<file path="src/rtl/inst_package.sv">
// Shared sub-core definitions: core count, argument data type and the
// dispatcher's join state machine encoding.
package inst_package;

    localparam int SUBCORE_NUM = 8;
    localparam int DATA_W      = 32;
    localparam int PC_W        = 32;

    typedef logic [DATA_W-1:0] data_in;

    typedef enum logic [1:0] {
        IDLE = 2'd0,
        JOIN = 2'd1,
        DONE = 2'd2
    } dispatch_state_t;

endpackage

</file>
<file path="src/rtl/subcore_dispatcher_if.sv">
// Bundle between the main core, the dispatcher and the sub cores.
//
// Fork handshake: a fork transfers on a rising edge where fork_valid and
// fork_ready are both 1 and join_req is 0. fork_ready depends on registered
// state only. The main core holds fork_valid and its payload until accepted.
// fork_id is valid in the accept cycle.
interface subcore_dispatcher_if #(
    parameter int N = inst_package::SUBCORE_NUM
);
    import inst_package::*;

    localparam int ID_W  = (N > 1) ? $clog2(N) : 1;
    localparam int CNT_W = $clog2(N + 1);

    // main core side
    logic                   fork_valid;
    logic                   fork_ready;
    logic [PC_W-1:0]        fork_pc;
    data_in                 fork_u;
    data_in                 fork_l;
    logic [ID_W-1:0]        fork_id;
    logic                   join_req;
    logic                   join_done;

    // sub core side
    logic [N-1:0]           exec_requested;
    logic [N-1:0][PC_W-1:0] requested_pc;
    data_in [N-1:0]         u_n_in;
    data_in [N-1:0]         l_n_in;
    logic [N-1:0]           subcore_ended;

    // status and debug
    logic [N-1:0]           busy;
    logic [CNT_W-1:0]       active_count;
    logic                   spurious_end;
    dispatch_state_t        state;

    modport slave (
        input  fork_valid, fork_pc, fork_u, fork_l, join_req, subcore_ended,
        output fork_ready, fork_id, join_done, exec_requested, requested_pc,
               u_n_in, l_n_in, busy, active_count, spurious_end, state
    );

    modport master (
        output fork_valid, fork_pc, fork_u, fork_l, join_req, subcore_ended,
        input  fork_ready, fork_id, join_done, exec_requested, requested_pc,
               u_n_in, l_n_in, busy, active_count, spurious_end, state
    );

endinterface

</file>
<file path="src/rtl/prio_enc_free.sv">
// Lowest-zero finder: index of the lowest clear bit of busy, plus a flag
// telling whether any bit was clear at all.
module prio_enc_free #(
    parameter int N    = inst_package::SUBCORE_NUM,
    parameter int ID_W = (N > 1) ? $clog2(N) : 1
) (
    input  logic [N-1:0]    busy,
    output logic [ID_W-1:0] idx,
    output logic            found
);

    // Scan from the top down so the last hit written is the lowest index.
    always_comb begin
        idx   = '0;
        found = 1'b0;
        for (int i = N - 1; i >= 0; i--) begin
            if (!busy[i]) begin
                idx   = ID_W'(i);
                found = 1'b1;
            end
        end
    end

endmodule

</file>
<file path="src/rtl/subcore_dispatcher.sv">
// Dispatches fork requests from the main core to the lowest free sub core,
// tracks per-core occupancy and implements the join barrier.
module subcore_dispatcher #(
    parameter int SUBCORE_NUM = inst_package::SUBCORE_NUM
) (
    input  logic                 clk,
    input  logic                 rst,
    subcore_dispatcher_if.slave  bus
);
    import inst_package::*;

    localparam int N     = SUBCORE_NUM;
    localparam int ID_W  = (N > 1) ? $clog2(N) : 1;
    localparam int CNT_W = $clog2(N + 1);

    dispatch_state_t        state_q;
    logic                   join_done_q;
    logic [N-1:0]           busy_q;
    logic [N-1:0]           exec_q;
    logic [CNT_W-1:0]       count_q;
    logic                   spurious_q;
    logic [N-1:0][PC_W-1:0] pc_q;
    data_in [N-1:0]         u_q;
    data_in [N-1:0]         l_q;

    logic [ID_W-1:0]        free_idx;
    logic                   free_found;
    logic                   ready;
    logic                   accept;
    logic [N-1:0]           set_mask;
    logic [N-1:0]           clear_mask;
    logic                   spurious_hit;
    logic [N-1:0]           busy_next;
    logic [CNT_W-1:0]       count_next;

    prio_enc_free #(.N(N), .ID_W(ID_W)) u_prio_enc_free (
        .busy  (busy_q),
        .idx   (free_idx),
        .found (free_found)
    );

    // Accept decision and occupancy update; a core freed this edge only
    // becomes visible to the encoder through busy_q one cycle later.
    always_comb begin
        ready        = (state_q == IDLE) && !(&busy_q);
        accept       = bus.fork_valid && ready && free_found && !bus.join_req;
        set_mask     = '0;
        if (accept) begin
            set_mask[free_idx] = 1'b1;
        end
        clear_mask   = bus.subcore_ended & busy_q;
        spurious_hit = |(bus.subcore_ended & ~busy_q);
        busy_next    = (busy_q & ~clear_mask) | set_mask;
    end

    // Population count of the next occupancy so active_count tracks busy.
    always_comb begin
        count_next = '0;
        for (int i = 0; i < N; i++) begin
            count_next = count_next + CNT_W'(busy_next[i]);
        end
    end

    // Occupancy, launch pulses and per-core launch arguments.
    always_ff @(posedge clk) begin
        if (rst) begin
            busy_q     <= '0;
            exec_q     <= '0;
            count_q    <= '0;
            spurious_q <= 1'b0;
            pc_q       <= '0;
            u_q        <= '0;
            l_q        <= '0;
        end else begin
            busy_q  <= busy_next;
            exec_q  <= set_mask;
            count_q <= count_next;
            if (spurious_hit) begin
                spurious_q <= 1'b1;
            end
            for (int i = 0; i < N; i++) begin
                if (set_mask[i]) begin
                    pc_q[i] <= bus.fork_pc;
                    u_q[i]  <= bus.fork_u;
                    l_q[i]  <= bus.fork_l;
                end
            end
        end
    end

    // Join barrier FSM; join_done is registered and high only in DONE.
    always_ff @(posedge clk) begin
        if (rst) begin
            state_q     <= IDLE;
            join_done_q <= 1'b0;
        end else begin
            join_done_q <= 1'b0;
            case (state_q)
                IDLE: begin
                    if (bus.join_req) begin
                        if (busy_q == '0) begin
                            state_q     <= DONE;
                            join_done_q <= 1'b1;
                        end else begin
                            state_q <= JOIN;
                        end
                    end
                end
                JOIN: begin
                    if (busy_q == '0) begin
                        state_q     <= DONE;
                        join_done_q <= 1'b1;
                    end
                end
                DONE: begin
                    state_q <= IDLE;
                end
                default: begin
                    state_q <= IDLE;
                end
            endcase
        end
    end

    assign bus.fork_ready     = ready;
    assign bus.fork_id        = free_idx;
    assign bus.join_done      = join_done_q;
    assign bus.exec_requested = exec_q;
    assign bus.requested_pc   = pc_q;
    assign bus.u_n_in         = u_q;
    assign bus.l_n_in         = l_q;
    assign bus.busy           = busy_q;
    assign bus.active_count   = count_q;
    assign bus.spurious_end   = spurious_q;
    assign bus.state          = state_q;

endmodule

</file>
<file path="src/flat_wrapper.sv">
// flat-port wrapper written by rule: the top's interface ports become plain ports
module subcore_dispatcher_flat import inst_package::*;
#(
    parameter int SUBCORE_NUM = inst_package::SUBCORE_NUM
)
  (clk, rst, bus_fork_valid, bus_fork_pc, bus_fork_u, bus_fork_l, bus_join_req, bus_subcore_ended, bus_fork_ready, bus_fork_id, bus_join_done, bus_exec_requested, bus_requested_pc, bus_u_n_in, bus_l_n_in, bus_busy, bus_active_count, bus_spurious_end, bus_state);
  subcore_dispatcher_if bus_i ();
  input  logic clk;
  input  logic rst;
  input wire logic [$bits(bus_i.fork_valid)-1:0] bus_fork_valid;
  input wire logic [$bits(bus_i.fork_pc)-1:0] bus_fork_pc;
  input wire logic [$bits(bus_i.fork_u)-1:0] bus_fork_u;
  input wire logic [$bits(bus_i.fork_l)-1:0] bus_fork_l;
  input wire logic [$bits(bus_i.join_req)-1:0] bus_join_req;
  input wire logic [$bits(bus_i.subcore_ended)-1:0] bus_subcore_ended;
  output wire logic [$bits(bus_i.fork_ready)-1:0] bus_fork_ready;
  output wire logic [$bits(bus_i.fork_id)-1:0] bus_fork_id;
  output wire logic [$bits(bus_i.join_done)-1:0] bus_join_done;
  output wire logic [$bits(bus_i.exec_requested)-1:0] bus_exec_requested;
  output wire logic [$bits(bus_i.requested_pc)-1:0] bus_requested_pc;
  output wire logic [$bits(bus_i.u_n_in)-1:0] bus_u_n_in;
  output wire logic [$bits(bus_i.l_n_in)-1:0] bus_l_n_in;
  output wire logic [$bits(bus_i.busy)-1:0] bus_busy;
  output wire logic [$bits(bus_i.active_count)-1:0] bus_active_count;
  output wire logic [$bits(bus_i.spurious_end)-1:0] bus_spurious_end;
  output wire logic [$bits(bus_i.state)-1:0] bus_state;
  assign bus_i.fork_valid = bus_fork_valid;
  assign bus_i.fork_pc = bus_fork_pc;
  assign bus_i.fork_u = bus_fork_u;
  assign bus_i.fork_l = bus_fork_l;
  assign bus_i.join_req = bus_join_req;
  assign bus_i.subcore_ended = bus_subcore_ended;
  assign bus_fork_ready = bus_i.fork_ready;
  assign bus_fork_id = bus_i.fork_id;
  assign bus_join_done = bus_i.join_done;
  assign bus_exec_requested = bus_i.exec_requested;
  assign bus_requested_pc = bus_i.requested_pc;
  assign bus_u_n_in = bus_i.u_n_in;
  assign bus_l_n_in = bus_i.l_n_in;
  assign bus_busy = bus_i.busy;
  assign bus_active_count = bus_i.active_count;
  assign bus_spurious_end = bus_i.spurious_end;
  assign bus_state = bus_i.state;
  subcore_dispatcher #(.SUBCORE_NUM(SUBCORE_NUM)) u_core (.clk(clk), .rst(rst), .bus(bus_i));
endmodule
</file>
<file path="config.mk">
export PLATFORM = sky130hd
export DESIGN_NAME = subcore_dispatcher_flat
export DESIGN_NICKNAME = d
export VERILOG_FILES = /design/src/rtl/inst_package.sv /design/src/rtl/subcore_dispatcher_if.sv /design/src/rtl/prio_enc_free.sv /design/src/rtl/subcore_dispatcher.sv /design/src/flat_wrapper.sv
export SDC_FILE = /design/constraint.sdc
export NUM_CORES = 2
export LEC_CHECK = 0
export CORE_AREA = 2 2 355 357
export DETAILED_ROUTE_END_ITERATION = 16
export DIE_AREA = 0 0 357 359
export DONT_BUFFER_PORTS = 1
export PLACE_DENSITY = 0.37
export SLEW_MARGIN = 20
export SYNTH_ARGS = -nofsm -noshare
export SYNTH_HDL_FRONTEND = slang
export SYNTH_SLANG_ARGS = --single-unit
</file>
<file path="constraint.sdc">
create_clock -name clk -period 4.7 [get_ports clk]
set_input_delay 0.94 -clock clk [delete_from_list [all_inputs] [get_ports clk]]
set_output_delay 0.94 -clock clk [all_outputs]
set_load 0.005 [all_outputs]
</file>
[Yosys cells after proc, flatten, opt, wreduce, memory -nomap -nowiden]
Index checks and enable logic that the tools add are counted.
Operators by class
  add/sub/neg operators: 7
  magnitude comparators: 2
  equality and inequality tests: 3
  mux-type cells: 26
  bitwise logic cells: 6
  reductions and logical operators: 12
Operator list (number)
  $add 4x1->4: 6
  $and 8x8->8: 3
  $mux 3: 8
  $not 8->8: 2
  $mux 1: 11
  $logic_not 8->1: 1
  $mux 8: 1
  $or 8x8->8: 1
  $reduce_and 8->1: 1
  $reduce_or 8->1: 1
  $mux 2: 3
  $logic_and 1x1->1: 5
  $lt 3x4->1 const B: 1
  $pmux 2 s2: 1
  $demux 1 s3: 1
  $ge 3x1->1 const B: 1
  $add 1x1->2: 1
  $eq 2x1->1 const B: 1
  $logic_not 1->1: 2
  $logic_not 2->1: 1
  $ne 2x1->1 const B: 1
  $ne 2x2->1 const B: 1
  $pmux 1 s2: 1
  $reduce_and 2->1: 1
Storage, ports and cells
  register bits: 792
  bits of input ports: 108
  output and inout bits: 796
  logic and storage cells: 86

[Depth between registers and ports, before layout]
  depth in word-level cells: 21
  gate-level depth with buffers: 16
  depth with buffers taken out: 13

[By module]
From an unflattened synthesis, not the netlist that was laid out.
Second synthesis, totals
  cell total of the unflattened synthesis: 2815
  area total of the unflattened synthesis: 31126.1 um^2
By module, submodules not included
  subcore_dispatcher: instances 1, cells an instance 2801, area each 31048.5 um^2, seq. area each 15855.2 um^2
  prio_enc_free: instances 1, cells an instance 14, area each 77.6 um^2, seq. area each 0.0 um^2

[Worst setup path before layout]
Ideal clock, no wire load.
  path type: input to register
  from: in bus_join_req
  to: reg u_core.count_q[1] (netlist: u_core.bus.active_count[1])
  setup time: 0.066 ns
  arrival time: 4.670 ns
  required time: 4.634 ns
  path slack: -0.036 ns
  stages: 14
  buffers on the path: 3
  path through: or4b_1 -> or2_2 -> nor4_1 -> buf_2 -> buf_2 -> buf_4 -> nor2_1 -> fa_1 -> fa_1 -> inv_1 -> fa_1 -> inv_1 -> fa_1 -> nor2_1
On the way
  longest elaborated chain between the ends: 11
RTL lines
  from (decl): RTL line flat_wrapper.sv:14  | input wire logic [$bits(bus_i.join_req)-1:0] bus_join_req;
  $logic_not 1->1 *: RTL line subcore_dispatcher.sv:46  | accept = bus.fork_valid && ready && free_found && !bus.join_req;
  $logic_and 1x1->1 *: RTL line subcore_dispatcher.sv:46
  $mux 8 *: RTL line subcore_dispatcher.sv:48  | if (accept) begin
  $or 8x8->8 *: RTL line subcore_dispatcher.sv:53  | busy_next = (busy_q & ~clear_mask) | set_mask;
  $add 1x1->2: RTL line subcore_dispatcher.sv:60  | count_next = count_next + CNT_W'(busy_next[i]);
  $add 4x1->4 (5 in a row): RTL line subcore_dispatcher.sv:60
  $add 4x1->4 *: RTL line subcore_dispatcher.sv:60
  to (signal assigned): RTL line subcore_dispatcher.sv:77  | count_q <= count_next;
  to (decl): RTL line subcore_dispatcher.sv:20  | logic [CNT_W-1:0] count_q;
Mark *: on every way between the ends. The rest lies on a longest branch, timed or not.
A chain may end at the register's enable or synchronous reset.

[Worst setup path in the final report]
  from: reg u_core.state_q[1] (netlist: u_core.bus.state[1])
  to: reg u_core.count_q[1] (netlist: u_core.bus.active_count[1])
On the way
  longest elaborated chain between the ends: 14
RTL lines
  from (decl): RTL line subcore_dispatcher.sv:16  | dispatch_state_t state_q;
  from (signal assigned): RTL line subcore_dispatcher.sv:94  | state_q <= IDLE;
  from (signal assigned): RTL line subcore_dispatcher.sv:102  | state_q <= DONE;
  from (signal assigned): RTL line subcore_dispatcher.sv:105  | state_q <= JOIN;
  $logic_not 2->1: RTL line subcore_dispatcher.sv:45  | ready = (state_q == IDLE) && !(&busy_q);
  $logic_and 1x1->1: RTL line subcore_dispatcher.sv:45
  $logic_and 1x1->1 (3 in a row): RTL line subcore_dispatcher.sv:46
  $mux 8: RTL line subcore_dispatcher.sv:48
  $or 8x8->8: RTL line subcore_dispatcher.sv:53
  net u_core.busy_next[1]: RTL line subcore_dispatcher.sv:33  | logic [N-1:0] busy_next;
  $add 1x1->2: RTL line subcore_dispatcher.sv:60
  $add 4x1->4 (6 in a row): RTL line subcore_dispatcher.sv:60
The timed path passes the listed nets, and every way through them passes these cells.

==> results.md <==
- DRC Markers: 0
- Seq pwr share: 46.9%
- Area grow syn2layout: 16.02%
- Worst setup EP type: flip-flop
- CTS tree: built
- Post-Syn Nets: around 3,300
- Psw: 3.316 mW
- Startpoint Class: flip-flop
- Post-route minimum period: 3.969 ns
- Starting Density: 23.37%
- Syn avg cell area: 9.257 um^2
- # rows: 130
- CTS root buf: clkbuf_16
- Path type of the worst setup path: flip-flop to flip-flop
- Outcome: complete, but fails checks
- Post-route ant nets: 0
- Vias: 21,210
- Setup TNS: 0 ns
- Worst path slowest cell: fa_1
- Internal power: around 11 mW
- Fin util: 27.11%
- Crit-path max FO: 6
- Vias in the first global route: 20,290
- DP HPWL: 80,270 um
- Worst min path class: input pin to flip-flop
- Final wirelength: 121,200 um
- Cells after synthesis: 3,145
- Ys async rst share: 0%
- Worst VDD drop: 0.2718 mV
- Chip Width: 357 um
- CP Data Required Time: approximately 5.3 ns
- Final nets: 3,159
- Die extent in y: 359 um
- Commonest non-fill, non-tap cells in the layout: dfxtp_1, nand2_1, nand2b_1
- Max_cap viols: 0
- Per-cell routed wire length: approximately 25 um
- First-pass GRT wire length: around 170,000 um
- Ys Warns: 0
- Initial antenna violation count: 6
- Final WS setup: between 0.7 and 0.8 ns
- Top FF cell, synth: dfxtp_1
- Clock Latency Late Sink: 0.70 ns
- Worst-path cell chain: or4b_1, buf_4, or3_4, o21ai_0, ha_1, inv_1, fa_1, fa_1, inv_1, fa_1, inv_1, fa_1, nor2_1
- Global route overflow: 0
- Final Cycle Share: between 80% and 90%
- GRT Total Usage: 18.04%
- Top cells by area, synth: dfxtp_1, mux2i_1, nand2b_1
- Pin count of the biggest net entering global routing: 888
- Final Hold Fails: 0
- Largest delay share family, worst path: adder cells
- Clk pwr share: 50.8%
- Share of cells above drive strength 1: 6.416%
- Max-slew violation count: 541
- CTS sink cnt: 792
- Total power: 14.57 mW
- Mapped Area: slightly below 0.03 mm^2
- I/O pins: 904
- Register area share after synthesis: 54.46%
- Slew HR: -172.4%
- Failing checks: max-slew violations
- Delay of the slowest cell on the worst path: between 0.5 and 0.6 ns
- Synth cell types: 38
- Die area: 0.1282 mm^2
- Clk buf depth: 3
- Clock-pin transition on the worst setup and hold timing paths: 0.06 ns
- H-tree depth: 3
- Number of flops mapped to enable cells by yosys: 0
- Critical Path AT: 4.59 ns
- Logic gate share of total power: 2.3%
- Drt first pass iters: 5
- Vias/cell: about 4.4
- Leakage power: 12.24 nW
- Hold buffers post-CTS: 0
- Buffers on Ports: 0
- Share of the synthesized area in the top cell type: 54.46%
- Yosys top cell by area: dfxtp_1
- Switch share: 22.76%
- Gp weighted congestion: 0.7718
- Final Skew: 0.02789 ns
- Yosys reg bits: 792
- Placement Setup Slack: 0.1302 ns
- Post-CTS resize count: 0
- F_max: roughly 250 MHz
- RSZ-0062 raised after global routing: no
- PwrDens: 431.3 mW/mm^2
- Measured slew at the worst slew-check pin: 4.085 ns
- TritonCTS buffer count: 93
- Total core area: 0.1246 mm^2
- Initial drt markers: 1,668
- Post-CTS setup buffers: 0
- Cell mode on critical path: fa_1
- Final setup viols: 0
- Commonest non-fill, non-tap cell in the layout: dfxtp_1
- Worst path bufs/invs: 4
==> registers in the layout, summed over array words and instances, names as in the netlist, 2 cells and up <==
register                   cells
u_core.bus.state               2
u_core.bus.busy                8
u_core.bus.l_n_in            256
u_core.bus.u_n_in            256
u_core.bus.requested_pc      256
u_core.bus.exec_requested      8
u_core.bus.active_count        4
==> Yosys cell counts (3+ instances only) <==
master / instances
a21oi_1: 392
and2_1: 4
buf_1: 18
buf_2: 33
buf_4: 5
buf_6: 3
clkbuf_1: 174
dfxtp_1: 792
fa_1: 4
ha_1: 3
inv_1: 15
mux2i_1: 384
nand2_1: 774
nand2b_1: 485
nor2_1: 12
nor2b_1: 4
nor3_1: 8
nor4_1: 9
o21ai_0: 3
or3_1: 3
==> worst paths after layout <==
path                          from                         end  slack, ns  cells past startpoint
max reg2reg    u_core.bus.state[1]  u_core.bus.active_count[1]       0.73                     13
max            u_core.bus.state[1]  u_core.bus.active_count[1]       0.73                     13
min                            rst      u_core.bus.u_n_in[100]       0.33                      1
min reg2reg  u_core.bus.l_n_in[43]       u_core.bus.l_n_in[43]       0.47                      2
==> stage by stage <==
| stage | hold WS, ns | cell area [um^2] | cells |
|---|---|---|---|
| after floorplan | 0.4527 | 29120 | 3145 |
| after CTS | 0.2909 | 33770 | 4767 |
| after global placement | 0.4605 | 30660 | 4599 |
| after detailed placement | 0.4664 | 30660 | 4599 |
| after global routing | 0.2876 | 33770 | 4768 |
| final | 0.3282 | 33780 | 4769 |
==> power by group through the flow <==
stage	clock (mW)	combinational, mW	sequential (mW)
2_1_floorplan	0	0.300	6.95
3_3_place_gp	0	0.325	6.98
3_5_place_dp	0	0.328	6.98
4_1_cts	7.65	0.328	6.83
5_1_grt	7.88	0.355	6.84
6_report	7.40	0.336	6.83
==> kinds of logic (layout without fill, tap and decap cells) <==
group	Yosys count	in the layout	share of synthesized area, %
adders and majority gates	7	7	0.4040
muxes	384	384	13.20
AOI/OAI and AO/OA	407	407	7.134
and+or+nand+nor	1306	1306	21.29
xor gates and xnor gates	1	1	0.03009
buffers and inverters	248	220	3.481
other	0	2	0
DFF	792	792	54.46
==> layer usage <==
layer | global-route usage, % | share of wire, %
met2 | 28.87 | 46
met3 | 7.792 | 11
met4 | 7.044 | 3.6
met1 | 21.13 | 40
met5 | 0 | 0.011
==> layout make-up <==
type / count / area (um^2)
Timing Repair Buffer: 37 / 356.6
Multi-Input combinational cell: 2105 / 12330
Clock inverter: 24 / 299.0
Antenna cell: 2 / 5.005
Clock buffer: 144 / 2809
Fill cell: 13340 / 90820
Inverter: 15 / 56.30
Sequential cell: 792 / 15860
Tap cell: 1650 / 2064
Note: power is estimated with default switching activity, not from simulation.
